`src/rtl/div_pkg.sv`:
```
// Shared encodings and constants for the execute-stage divide sequencer.
package div_pkg;

  typedef enum logic [1:0] {
    ST_IDLE   = 2'd0,
    ST_LAUNCH = 2'd1,
    ST_WAIT   = 2'd2,
    ST_RESP   = 2'd3
  } div_state_e;

  localparam logic        OP_QUO       = 1'b0;
  localparam logic        OP_REM       = 1'b1;
  localparam logic [15:0] DBZ_QUOTIENT = 16'hFFFF;

  localparam int DEF_TIMEOUT_CYCLES = 32;

endpackage

```
`src/rtl/div_issue_ctrl.sv`:
```
// Sequences one divide at a time: accept, start pulse, wait for done (or timeout), respond; normal op rsp_valid at accept+22, divide-by-zero at accept+1.
// Requests are accepted only in IDLE; the response is held stable until rsp_ready, and no request is taken on the handshake cycle.
module div_issue_ctrl
  import div_pkg::*;
#(
  parameter int TAG_W          = 4,
  parameter int TIMEOUT_CYCLES = DEF_TIMEOUT_CYCLES
) (
  input  logic             clk,
  input  logic             reset,
  input  logic             req_valid,
  output logic             req_ready,
  input  logic [15:0]      req_dividend,
  input  logic [15:0]      req_divisor,
  input  logic             req_op,
  input  logic [TAG_W-1:0] req_tag,
  output logic             div_start,
  output logic [15:0]      div_dividend,
  output logic [15:0]      div_divisor,
  input  logic [15:0]      div_quotient,
  input  logic [15:0]      div_remainder,
  input  logic             div_done,
  output logic             rsp_valid,
  input  logic             rsp_ready,
  output logic [15:0]      rsp_data,
  output logic [TAG_W-1:0] rsp_tag,
  output logic             rsp_err,
  output logic             rsp_dbz,
  output logic             busy
);

  localparam int CNT_W = $clog2(TIMEOUT_CYCLES);
  localparam logic [CNT_W-1:0] CNT_LAST = CNT_W'(TIMEOUT_CYCLES - 1);

  div_state_e       state_q,     state_d;
  logic             div_start_q, div_start_d;
  logic [15:0]      dividend_q,  dividend_d;
  logic [15:0]      divisor_q,   divisor_d;
  logic             op_q,        op_d;
  logic [TAG_W-1:0] tag_q,       tag_d;
  logic [15:0]      rsp_data_q,  rsp_data_d;
  logic             rsp_err_q,   rsp_err_d;
  logic             rsp_dbz_q,   rsp_dbz_d;
  logic [CNT_W-1:0] cnt_q,       cnt_d;

  always_comb begin
    state_d     = state_q;
    div_start_d = 1'b0;
    dividend_d  = dividend_q;
    divisor_d   = divisor_q;
    op_d        = op_q;
    tag_d       = tag_q;
    rsp_data_d  = rsp_data_q;
    rsp_err_d   = rsp_err_q;
    rsp_dbz_d   = rsp_dbz_q;
    cnt_d       = cnt_q;

    unique case (state_q)
      ST_IDLE: begin
        if (req_valid) begin
          dividend_d = req_dividend;
          divisor_d  = req_divisor;
          op_d       = req_op;
          tag_d      = req_tag;
          rsp_err_d  = 1'b0;
          if (req_divisor == 16'd0) begin
            // Divider never sees a zero divisor; the result is synthesised here.
            state_d    = ST_RESP;
            rsp_dbz_d  = 1'b1;
            rsp_data_d = (req_op == OP_REM) ? req_dividend : DBZ_QUOTIENT;
          end else begin
            state_d     = ST_LAUNCH;
            rsp_dbz_d   = 1'b0;
            div_start_d = 1'b1;
          end
        end
      end

      ST_LAUNCH: begin
        cnt_d   = '0;
        state_d = ST_WAIT;
      end

      ST_WAIT: begin
        if (div_done) begin
          rsp_data_d = (op_q == OP_REM) ? div_remainder : div_quotient;
          state_d    = ST_RESP;
        end else if (cnt_q == CNT_LAST) begin
          rsp_data_d = 16'd0;
          rsp_err_d  = 1'b1;
          state_d    = ST_RESP;
        end else begin
          cnt_d = cnt_q + CNT_W'(1);
        end
      end

      ST_RESP: begin
        if (rsp_ready) begin
          rsp_err_d = 1'b0;
          rsp_dbz_d = 1'b0;
          state_d   = ST_IDLE;
        end
      end

      default: state_d = ST_IDLE;
    endcase
  end

  always_ff @(posedge clk) begin
    if (reset) begin
      state_q     <= ST_IDLE;
      div_start_q <= 1'b0;
      dividend_q  <= '0;
      divisor_q   <= '0;
      op_q        <= OP_QUO;
      tag_q       <= '0;
      rsp_data_q  <= '0;
      rsp_err_q   <= 1'b0;
      rsp_dbz_q   <= 1'b0;
      cnt_q       <= '0;
    end else begin
      state_q     <= state_d;
      div_start_q <= div_start_d;
      dividend_q  <= dividend_d;
      divisor_q   <= divisor_d;
      op_q        <= op_d;
      tag_q       <= tag_d;
      rsp_data_q  <= rsp_data_d;
      rsp_err_q   <= rsp_err_d;
      rsp_dbz_q   <= rsp_dbz_d;
      cnt_q       <= cnt_d;
    end
  end

  assign req_ready    = (state_q == ST_IDLE);
  assign busy         = (state_q != ST_IDLE);
  assign rsp_valid    = (state_q == ST_RESP);
  assign div_start    = div_start_q;
  assign div_dividend = dividend_q;
  assign div_divisor  = divisor_q;
  assign rsp_data     = rsp_data_q;
  assign rsp_tag      = tag_q;
  assign rsp_err      = rsp_err_q;
  assign rsp_dbz      = rsp_dbz_q;

endmodule

```
`config.mk`:
```
export PLATFORM = sky130hd
export DESIGN_NAME = div_issue_ctrl
export DESIGN_NICKNAME = d
export VERILOG_FILES = /design/src/rtl/div_pkg.sv /design/src/rtl/div_issue_ctrl.sv
export SDC_FILE = /design/constraint.sdc
export NUM_CORES = 1
export LEC_CHECK = 0
export BUFFER_PORTS_ARGS = -buffer_cell sky130_fd_sc_hd__buf_2
export CORE_ASPECT_RATIO = 1.2
export CORE_MARGIN = 2
export CORE_UTILIZATION = 42
export DETAILED_ROUTE_END_ITERATION = 10
export PLACE_DENSITY = 0.77
export SYNTH_ARGS = -nofsm -noshare
export SYNTH_HDL_FRONTEND = slang
export SYNTH_SLANG_ARGS = --single-unit
```
`constraint.sdc`:
```
create_clock -name clk -period 1.9 [get_ports clk]
set_input_delay 0.095 -clock clk [delete_from_list [all_inputs] [get_ports clk]]
set_output_delay 0.095 -clock clk [all_outputs]
set_load 0.02 [all_outputs]
```
# Yosys cells after proc, flatten, opt, wreduce, memory -nomap -nowiden
# Index checks and enable logic that the tools add are counted.
# totals
regBits,63
output_inout_bits,58
elab_cells,63
# classes
addsub,1
eq_ne,11
muxes,25
bitwise_logic,2
n_reduce_logical,14
# op_table
cell,n
$mux 16,6
$pmux 16 s2,1
$logic_not 16->1,1
$mux 2,5
$mux 5,2
$pmux 5 s2,1
$reduce_and 3->1,3
$ne 2x2->1 const B,4
$pmux 2 s4,1
$reduce_bool 2->1,4
$mux 1,7
$add 5x1->5 const B,1
$eq 5x5->1 const B,1
$reduce_and 5->1,1
$eq 2x2->1 const B,2
$ne 2x1->1 const B,2
$reduce_and 4->1,1
$ne 3x3->1 const B,1
$pmux 1 s3,1
$reduce_bool 3->1,1
$reduce_or 3->1,1
$eq 2x1->1 const B,1
$logic_not 2->1,1
$not 1->1,2
2 further kinds,2

# Longest topological paths before layout
# Gate-level depths: netlist (run 1).
# logic_depth
word_depth,4
mapped_depth,9
mapped_depth_nobuf,7

# Worst setup path before layout (run 1)
# Ideal clock, no wire load.
# synth_timing
path_kind,register to register
startpoint,register state_q[0]
endpoint,register rsp_data_q[10] (netlist: rsp_data[10])
arrival_time_ns,1.764
required_time_ns,1.768
setup_slack_ns,0.004
path_stages_with_launch,9
period_less_slack_ns,1.896
cell_sequence,dfxtp_1 -> inv_1 -> ha_1 -> nor2b_1 -> or3_1 -> buf_2 -> buf_6 -> o21ai_1 -> a21oi_1
# synth_via
elab_chain_cells,3
# synth_rtl
item,line_no,text
"start, declared",div_issue_ctrl.sv:35,"div_state_e state_q, state_d;"
"start signal, assigned",div_issue_ctrl.sv:122,state_q <= state_d;
$logic_not 2->1 (*),n/a,
named net req_ready,div_issue_ctrl.sv:12,"output logic req_ready,"
"$ne 2x1->1 (no source line), or another cell as far along",n/a,
$reduce_and 4->1 (no source line),n/a,
"end signal, assigned",div_issue_ctrl.sv:128,rsp_data_q <= rsp_data_d;
"end, declared",div_issue_ctrl.sv:41,"logic [15:0] rsp_data_q, rsp_data_d;"
# Mark *: on every way through the listed nets, which the timed path passes. The rest lies on a longest branch.
# A chain may end at the register's enable or synchronous reset.

# Worst setup path after layout (run 1)
# layout_timing
startpoint,register cnt_q[1]
endpoint,register rsp_data_q[1] (netlist: rsp_data[1])
# layout_via
elab_chain_cells,3
# layout_rtl
item,line_no,text
"start, declared",div_issue_ctrl.sv:44,"logic [CNT_W-1:0] cnt_q, cnt_d;"
"start signal, assigned",div_issue_ctrl.sv:131,cnt_q <= cnt_d;
$eq 5x5->1,div_issue_ctrl.sv:88,end else if (cnt_q == CNT_LAST) begin
$ne 3x3->1 (no source line),n/a,
$reduce_and 4->1 (no source line),n/a,
# No other way between the ends.

==> results of run 1 <==
## per-layer routing
layer | vias to the layer above | GRT usage | part of all wire
li1 | 1534 | - | -
met1 | 1391 | 0.269 | 0.41
met2 | 116 | 0.412 | 0.50
met3 | 17 | 0.0436 | 0.067
met4 | 0 | 0.116 | 0.023
met5 | - | 0 | 0
## synth_stat cells (2+ instances only)
cell type  instances
clkbuf_1          16
buf_1              2
nor4_1             3
o22ai_1           16
mux2i_1           17
o21ai_0            7
xor2_1             2
nor3_1             6
nor2_1             5
nor2b_1           19
dfxtp_1           63
nand2b_1           2
nand2_1           80
nand3_1           20
o21ai_1            9
buf_6              2
inv_1              7
ha_1               8
buf_2              5
a21oi_1           57
## how the worst min path moves through the flow
stage / to / cells after the start
3_5_place_dp: rsp_tag[1] / 3
5_1_grt: div_dividend[0] / 3
2_1_floorplan: div_dividend[0] / 2
4_1_cts: div_divisor[8] / 3
6_report: div_dividend[14] / 3
3_3_place_gp: rsp_tag[3] / 3
## sequential cells by signal (all words and copies together), names as in the netlist
| register | flops |
|---|---|
| state_q | 2 |
| cnt_q | 5 |
| rsp_tag | 4 |
| div_divisor | 16 |
| rsp_dbz | 1 |
| div_dividend | 16 |
| rsp_data | 16 |
| op_q | 1 |
| rsp_err | 1 |
| div_start | 1 |
## logic make-up (layout without fill, tap and decap cells)
group / after synthesis / count (layout)
AND/OR/NAND/NOR: 144 / 144
AO/OA/AOI/OAI: 95 / 95
flip-flops: 63 / 63
buffers and inverters: 33 / 179
multiplexers: 17 / 17
adder cells (fa/ha/maj): 8 / 8
XOR/XNOR: 2 / 2
## layout make-up
class | instances | area, µm²
Fill cell | 608 | 2700
Multi-Input combinational cell | 266 | 1530
Sequential cell | 63 | 1260
Timing Repair Buffer | 156 | 891
Clock buffer | 11 | 151
Tap cell | 87 | 109
Clock inverter | 5 | 104
Inverter | 7 | 26.3
## power breakdown
group          internal, W  switching, W
clock network     0.000943      0.000533
logic              0.00101       0.00184
registers          0.00166      0.000183
## placed cells by master (no fill, tap or decap), types with 2 or more instances in the layout
cell type,count
dfxtp_1,60
nand2b_1,2
dfxtp_2,3
o21ai_1,13
mux2i_1,17
xor2_1,2
nor3_2,2
buf_2,131
o22ai_1,16
clkbuf_8,11
o21ai_2,2
nand2_1,79
nor2_1,5
nor4_1,3
a21oi_1,56
ha_1,6
nor2b_1,19
buf_6,2
o21ai_0,2
inv_1,7
buf_4,11
bufinv_16,3
nand3_1,20
dlygate4sd3_1,11
nor3_1,5
## per-stage QoR
| stage | TNS [ns] | power [W] | instances | utilization |
|---|---|---|---|---|
| 6_report | 0 | 0.00617 | 595 | 0.602 |
| 5_1_grt | 0 | 0.00655 | 595 | 0.602 |
| 2_1_floorplan | 0 | 0.00373 | 362 | - |
| 4_1_cts | 0 | 0.00610 | 595 | 0.597 |
| 3_3_place_gp | 0 | 0.00453 | 568 | 0.540 |
| 3_5_place_dp | -0.368 | 0.00460 | 568 | 0.540 |
## worst register-to-register path, stage by stage (launching register included)
cell and delay [ns]:
dfxtp_2 0.35, ha_2 0.19, and3_4 0.19, ha_4 0.15, nor3b_4 0.05, or3_1 0.38, buf_6 0.17, o21ai_0 0.17
a21oi_1 0.08
## what timing repair did
action	4_1_cts	5_1_grt
hold buffers	11	0
pin swaps	0	0
endpoints found under the hold margin	11	0
gates resized for setup	4	15
setup endpoints to repair	17	20
==> results.cfg, run 1 <==
[run_status]
outcome = finished clean

[grt]
grt_pass1_vias = 2926
overflow = 0
grt_start_max_net_pins = 40
antenna_found_initial = 0
grt_pass1_wl_um = 13600
track_usage = 0.233

[cts]
cts_made_buffers = 9
clk_latency_ns = 0.34
cts_tree = done
postCtsSetupBuffers = 0
clock_path_buffers = 2
clock-sinks = 63
path_clk_slew_ns = 0.07
root_buffer = clkbuf_8
htreeDepth = 3

[placed_design]
portBuffers = 131
placedInstanceArea_mm2 = 0.00366
pre_cts_slack_ns = -0.0569
gp_congestion = 0.898
hpwl_um = 6290

[floorplanning]
die_y_um = 95.0
die_x_um = 79.8
initial_core_util = 0.428
die-area_mm2 = 0.00759
fp-row-count = 33
ios = 132
coreArea_mm2 = 0.00677

[worst_setup_path]
timing.rr.end = rsp_data[1]
end_kind = flip-flop
cp_slowest_cell = or3_1
critical_path_class = flip-flop to flip-flop
cp-endpoint = rsp_data[1]
critical_path_depth = 8
path_cells = ha_2, and3_4, ha_4, nor3b_4, or3_1, buf_6, o21ai_0, a21oi_1
crit_path_max_fanout = 16
reg2reg_slack_ns = 0.06
r2r_start = cnt_q[1]
max_stage_delay_ns = 0.38
startpoint_type = flip-flop
crit_path_start = cnt_q[1]
critPathTopFamily = simple AND/OR/NAND/NOR gates
worstPathRequired_ns = 2.12
crit_buf_inv = 1
r2r_cells = 8
worstPathArrival_ns = 2.07

[synthesis]
post_synth_mux_area_share = 0.0587
synth_compound_gate_area_share = 0.180
synth_area_mm2 = 0.00290
synth_nets = 444
yosysWarnings = 0
yosysTopAreaCell = dfxtp_1
synth.avg_cell_area_um2 = 8.01
synth_enable_flop_cells = 0
synth_top_family_by_area = simple AND/OR/NAND/NOR gates
ys_types = 36
ys_ff_latch = 63
synth_top_area_frac = 0.435
syn_inst = 362
synth-simple-area-share = 0.235
synthXorXnorAreaFrac = 0.00604
synthAdderAreaFrac = 0.0345
async_flop_share = 0
synth_area_leaders = dfxtp_1 44%, nand2_1 10%, a21oi_1 9.8%, mux2i_1 5.9%, nor2b_1 4.1%
ys.flop_type = dfxtp_1
seq_area_frac_synth = 0.435

[pwr]
p_per_area_mw_per_mm2 = 1510
leakage_nw = 1.83
ir_drop_mv = 0.911

[worst_hold_path]
timing.hold.worst.start = req_dividend[14]
hp-class = input port to flip-flop

[drt]
routedWlPerCell_um = 14.8
routed_wirelength_um = 8810
drc = 0
dr.first_iter.drc_count = 125
dr.pass1.iters = 4
dr_total_vias = 3058
vias_per_cell = 5.14
ant_nets = 0

[sta]
tightestPinTransition_ns = 0.495
maxSlewHeadroom = 0.667
setup_violations = 0
clock.fmax_mhz = 542
holdWs_ns = 0.000988
finalCriticalPeriod_ns = 1.84
min_period_over_period = 0.971
finalHoldViolCount = 0
rsz0062_at_grt = false
fin_ws_ns = 0.0557
slew_viol_final = 0
clock_skew_ns = 0.00895

[finish]
drive_gt1_frac = 0.348
antenna_cells = 0
fin_area_mm2 = 0.00408
layout.nets = 585
area_delta_synth_final_pct = 40.6

[run]
drv_cap = 0
(Power assumes the default switching activity.)
==> run 2: changes to the inputs <==
Settings changed: PLACE_DENSITY 0.77 to 0.75.
==> run 2 against run 1 <==
Effect of this change: wire length decreased by 2.4%; sequential share of layout area decreased by 0.53 points; hold slack improved by 0.0090 ns; clock skew increased by 0.0025 ns; via count increased by 1.8%; design area increased by 1.6%; critical path depth unchanged; clock power decreased by 16%; sequential power about the same; non-clock buffer count increased by 10.
==> results.cfg, run 2 (synthesized netlist as in run 1, its figures left out) <==
[placed_design]
portBuffers = 131
dpl.cell_count = 572
gp_congestion = 0.818
hpwl_um = 6170

[drt]
drc = 0
ant_nets = 0
routedWlPerCell_um = 14.2
vias_per_cell = 5.14
dr.first_iter.drc_count = 168
dr.pass1.iters = 5
routed_wirelength_um = 8600
dr_total_vias = 3112

[pwr]
ir_drop_mv = 0.835
p_per_area_mw_per_mm2 = 1450
leakage_nw = 1.84
power_w = 0.00600

[floorplanning]
die_y_um = 95.0
ios = 132
initial_core_util = 0.428
coreArea_mm2 = 0.00677
die-area_mm2 = 0.00759
die_x_um = 79.8
fp-row-count = 33

[worst_hold_path]
hp-class = input port to flip-flop

[sta]
setup_violations = 0
clock_skew_ns = 0.0114
min_period_over_period = 0.951
maxSlewHeadroom = 0.390
slew_viol_final = 0
tightestPinTransition_ns = 0.906
tns_ns = 0
rsz0062_at_grt = true
finalHoldViolCount = 0
clock.fmax_mhz = 553
finalCriticalPeriod_ns = 1.81

[cts]
cts_tree = done
clock-sinks = 63
cts_made_buffers = 9
root_buffer = clkbuf_8
clk_latency_ns = 0.34
postCtsSetupBuffers = 0
path_clk_slew_ns = 0.08
clock_path_buffers = 2
htreeDepth = 3

[run]
drv_cap = 0

[worst_setup_path]
crit_path_max_fanout = 16
reg2reg_slack_ns = 0.09
critical_path_class = flip-flop to flip-flop
timing.rr.end = rsp_data[11]
crit_path_start = cnt_q[1]
worstPathArrival_ns = 2.04
startpoint_type = flip-flop
worstPathRequired_ns = 2.13
cp-endpoint = rsp_data[11]
r2r_start = cnt_q[1]
r2r_cells = 8
end_kind = flip-flop

[finish]
layout.nets = 595
drive_gt1_frac = 0.353
area_delta_synth_final_pct = 42.9
fin_cells = 605
final_cell_mix = 131 x buf_2, 79 x nand2_1, 61 x dfxtp_1, 56 x a21oi_1, 20 x nand3_1
final_common_cell = buf_2
antenna_cells = 0

[grt]
grt_pass1_wl_um = 13400
grt_start_max_net_pins = 39
grt_pass1_vias = 2925
antenna_found_initial = 0
overflow = 0
track_usage = 0.226

[run_status]
outcome = finished clean
run 2: cell type report:
cell class	instances	area (µm²)
clock inverter	5	63.8
tap	87	109
sequential	63	1260
multi-input combinational	266	1550
inverter	7	26.3
clock buffer	11	151
fill	606	2630
timing repair buffer	166	977
run 2: report_power, final:
group,switching (W),total [W],internal (W)
clock,0.000549,0.00124,0.000689
combinational,0.00186,0.00294,0.00108
sequential,0.000167,0.00182,0.00165
run 2: layer usage:
metal | global-route usage | vias to the layer above | routed length (µm)
met5 | 0 | - | 0
met4 | 0.100 | 0 | 260
met3 | 0.0549 | 21 | 648
met2 | 0.386 | 126 | 4190
met1 | 0.271 | 1418 | 3500
li1 | - | 1547 | -
run 2: metrics by stage:
stage	setup slack, ns	util	hold slack [ns]	instance area (µm²)
floorplan	0.00372	-	0.231	2900
global placement	-0.0989	0.545	0.336	3690
detailed placement	-0.168	0.545	0.346	3690
CTS	0.00687	0.603	0.000191	4090
global route	-0.0344	0.612	0.00677	4140
finish	0.0922	0.612	0.00996	4140
run 2: worst min-delay path by stage:
stage                     slack, ns             from               to  cells after the start
after floorplan                0.23  req_dividend[0]  div_dividend[0]                      2
after global placement         0.34       req_tag[3]       rsp_tag[3]                      3
after detailed placement       0.35       req_tag[3]       rsp_tag[3]                      3
after CTS                    0.0002  req_divisor[12]  div_divisor[12]                      3
after global routing          0.007   req_divisor[6]   div_divisor[6]                      3
final                          0.01   req_divisor[6]   div_divisor[6]                      3
run 2: what timing repair did:
action	in CTS	in global routing
cloned	0	0
resized for setup	3	18
setup endpoints to repair	16	19
hold buffers	17	0
endpoints found under the hold margin	17	0
run 2: worst max-delay path, cell delays in order (launching register included):
cell and delay (ns):
dfxtp_2 0.35, ha_2 0.18, and3_4 0.19, ha_4 0.14
nor3b_4 0.04, or3_1 0.38, buf_6 0.17, o21ai_1 0.17
a21oi_2 0.07
==> run 3: changes to the inputs <==
Settings changed: MAX_ROUTING_LAYER set to met4.
==> run 3 against run 2 <==
Effect of this change: register-to-register slack about the same; wire length up 0.22%; largest cell class unchanged; critical path type unchanged; first-iteration DRC count down 10%; critical endpoint is now rsp_data[14].
==> results.cfg, run 3 (synthesized netlist as in run 1, its figures left out) <==
[worst_setup_path]
worstPathRequired_ns = 2.12
critical_path_class = flip-flop to flip-flop
timing.rr.end = rsp_data[14]
r2r_cells = 8
crit_path_start = cnt_q[1]
cp_slowest_cell = or3_1
max_stage_delay_ns = 0.38
crit_buf_inv = 1
critPathTopFamily = simple AND/OR/NAND/NOR gates
r2r_start = cnt_q[1]
end_kind = flip-flop
startpoint_type = flip-flop
path_cells = ha_2, and3_4, ha_4, nor3b_4, or3_1, buf_6, o21ai_1, a21oi_1
worstPathArrival_ns = 2.03
crit_path_max_fanout = 16
reg2reg_slack_ns = 0.09

[floorplanning]
fp-row-count = 33
ios = 132
initial_core_util = 0.428
die_y_um = 95.0
die-area_mm2 = 0.00759
die_x_um = 79.8
coreArea_mm2 = 0.00677

[finish]
final_cell_mix = 131 x buf_2, 79 x nand2_1, 61 x dfxtp_1, 56 x a21oi_1, 20 x nand3_1
antenna_cells = 0
drive_gt1_frac = 0.353
final_common_cell = buf_2
area_delta_synth_final_pct = 42.9
layout.nets = 595
nFillCells = 606
fin_cells = 605

[pwr]
power_w = 0.00601
ir_drop_mv = 0.836
leakage_nw = 1.84
p_per_area_mw_per_mm2 = 1450

[cts]
htreeDepth = 3
clk_latency_ns = 0.34
postCtsSetupBuffers = 0
clock-sinks = 63
root_buffer = clkbuf_8
clock_path_buffers = 2
path_clk_slew_ns = 0.08
cts_made_buffers = 9
cts_tree = done

[worst_hold_path]
whs_path_depth = 3
timing.hold.worst.start = req_divisor[6]
hold_end = div_divisor[6]
hp-class = input port to flip-flop

[grt]
grt_start_max_net_pins = 39
grt_pass1_wl_um = 13400
track_usage = 0.234
overflow = 0
grt_pass1_vias = 2928
antenna_found_initial = 0

[sta]
fin_ws_ns = 0.0890
finalHoldViolCount = 0
clock.fmax_mhz = 552
slew_viol_final = 0
tightestPinTransition_ns = 0.902
clock_skew_ns = 0.0112
finalCriticalPeriod_ns = 1.81
min_period_over_period = 0.953
maxSlewHeadroom = 0.393
setup_violations = 0
rsz0062_at_grt = true

[drt]
drc = 0
dr.first_iter.drc_count = 151
dr_total_vias = 3097
routed_wirelength_um = 8620
vias_per_cell = 5.12
routedWlPerCell_um = 14.3
ant_nets = 0
dr.pass1.iters = 4

[placed_design]
pre_cts_slack_ns = -0.168
portBuffers = 131
dpl.cell_count = 572
gp_congestion = 0.830
hpwl_um = 6170

[run_status]
outcome = finished clean

[run]
drv_cap = 0
-- run 3: cell counts in the layout (fill, tap and decap cells not counted) --
No cell type changed its count.
-- run 3: worst max path at each step --
stage,endpoint,cells past startpoint
2_1_floorplan,rsp_data[10],8
3_3_place_gp,rsp_data[0],5
3_5_place_dp,rsp_data[1],5
4_1_cts,rsp_data[1],7
5_1_grt,rsp_data[5],9
6_report,rsp_data[14],8
-- run 3: final cells by class --
cell class,instances,area (µm²),area share
clock buffers,11,151,0.0366
repair buffers,166,977,0.236
multi-input cells,266,1550,0.374
flip-flops and latches,63,1260,0.305
inverters,7,26.3,0.00634
clock inverters,5,63.8,0.0154
well taps,87,109,0.0263
-- run 3: timing repair --
action                                  CTS  global route
pin swaps                                 0             0
hold buffers                             17             0
endpoints found under the hold margin    17             0
resized for setup                         3            18
endpoints found under the setup margin   16            19
-- run 3: where the power goes --
part	total [W]	switching, W	leakage [nW]	internal (W)
Combinational	0.00295	0.00186	1.22	0.00108
Clock	0.00124	0.000553	0.107	0.000689
Sequential	0.00182	0.000167	0.516	0.00165
-- run 3: stage by stage --
stage | TNS [ns] | instance area, µm² | utilization | hold slack, ns
after global routing | -0.154 | 4140 | 0.612 | 0.00231
after detailed placement | -1.99 | 3690 | 0.545 | 0.346
after global placement | -1.10 | 3690 | 0.545 | 0.336
after CTS | 0 | 4090 | 0.603 | 0.000191
final | 0 | 4140 | 0.612 | 0.0112
after floorplan | 0 | 2900 | - | 0.231
-- run 3: worst reg2reg max path: cells and delay by family (launching register included) --
family | cells | cell delay (ns)
flops | 1 | 0.35
fa+ha+maj | 2 | 0.32
compound gates | 2 | 0.23
buf+inv | 1 | 0.17
simple gates | 3 | 0.61
-- run 3: layer usage --
| metal | track usage | share of wire | up-vias |
|---|---|---|---|
| met2 | 0.387 | 0.48 | 116 |
| met3 | 0.0559 | 0.070 | 16 |
| li1 | - | - | 1549 |
| met1 | 0.277 | 0.42 | 1416 |
| met5 | - | 0 | - |
| met4 | 0.0890 | 0.025 | 0 |
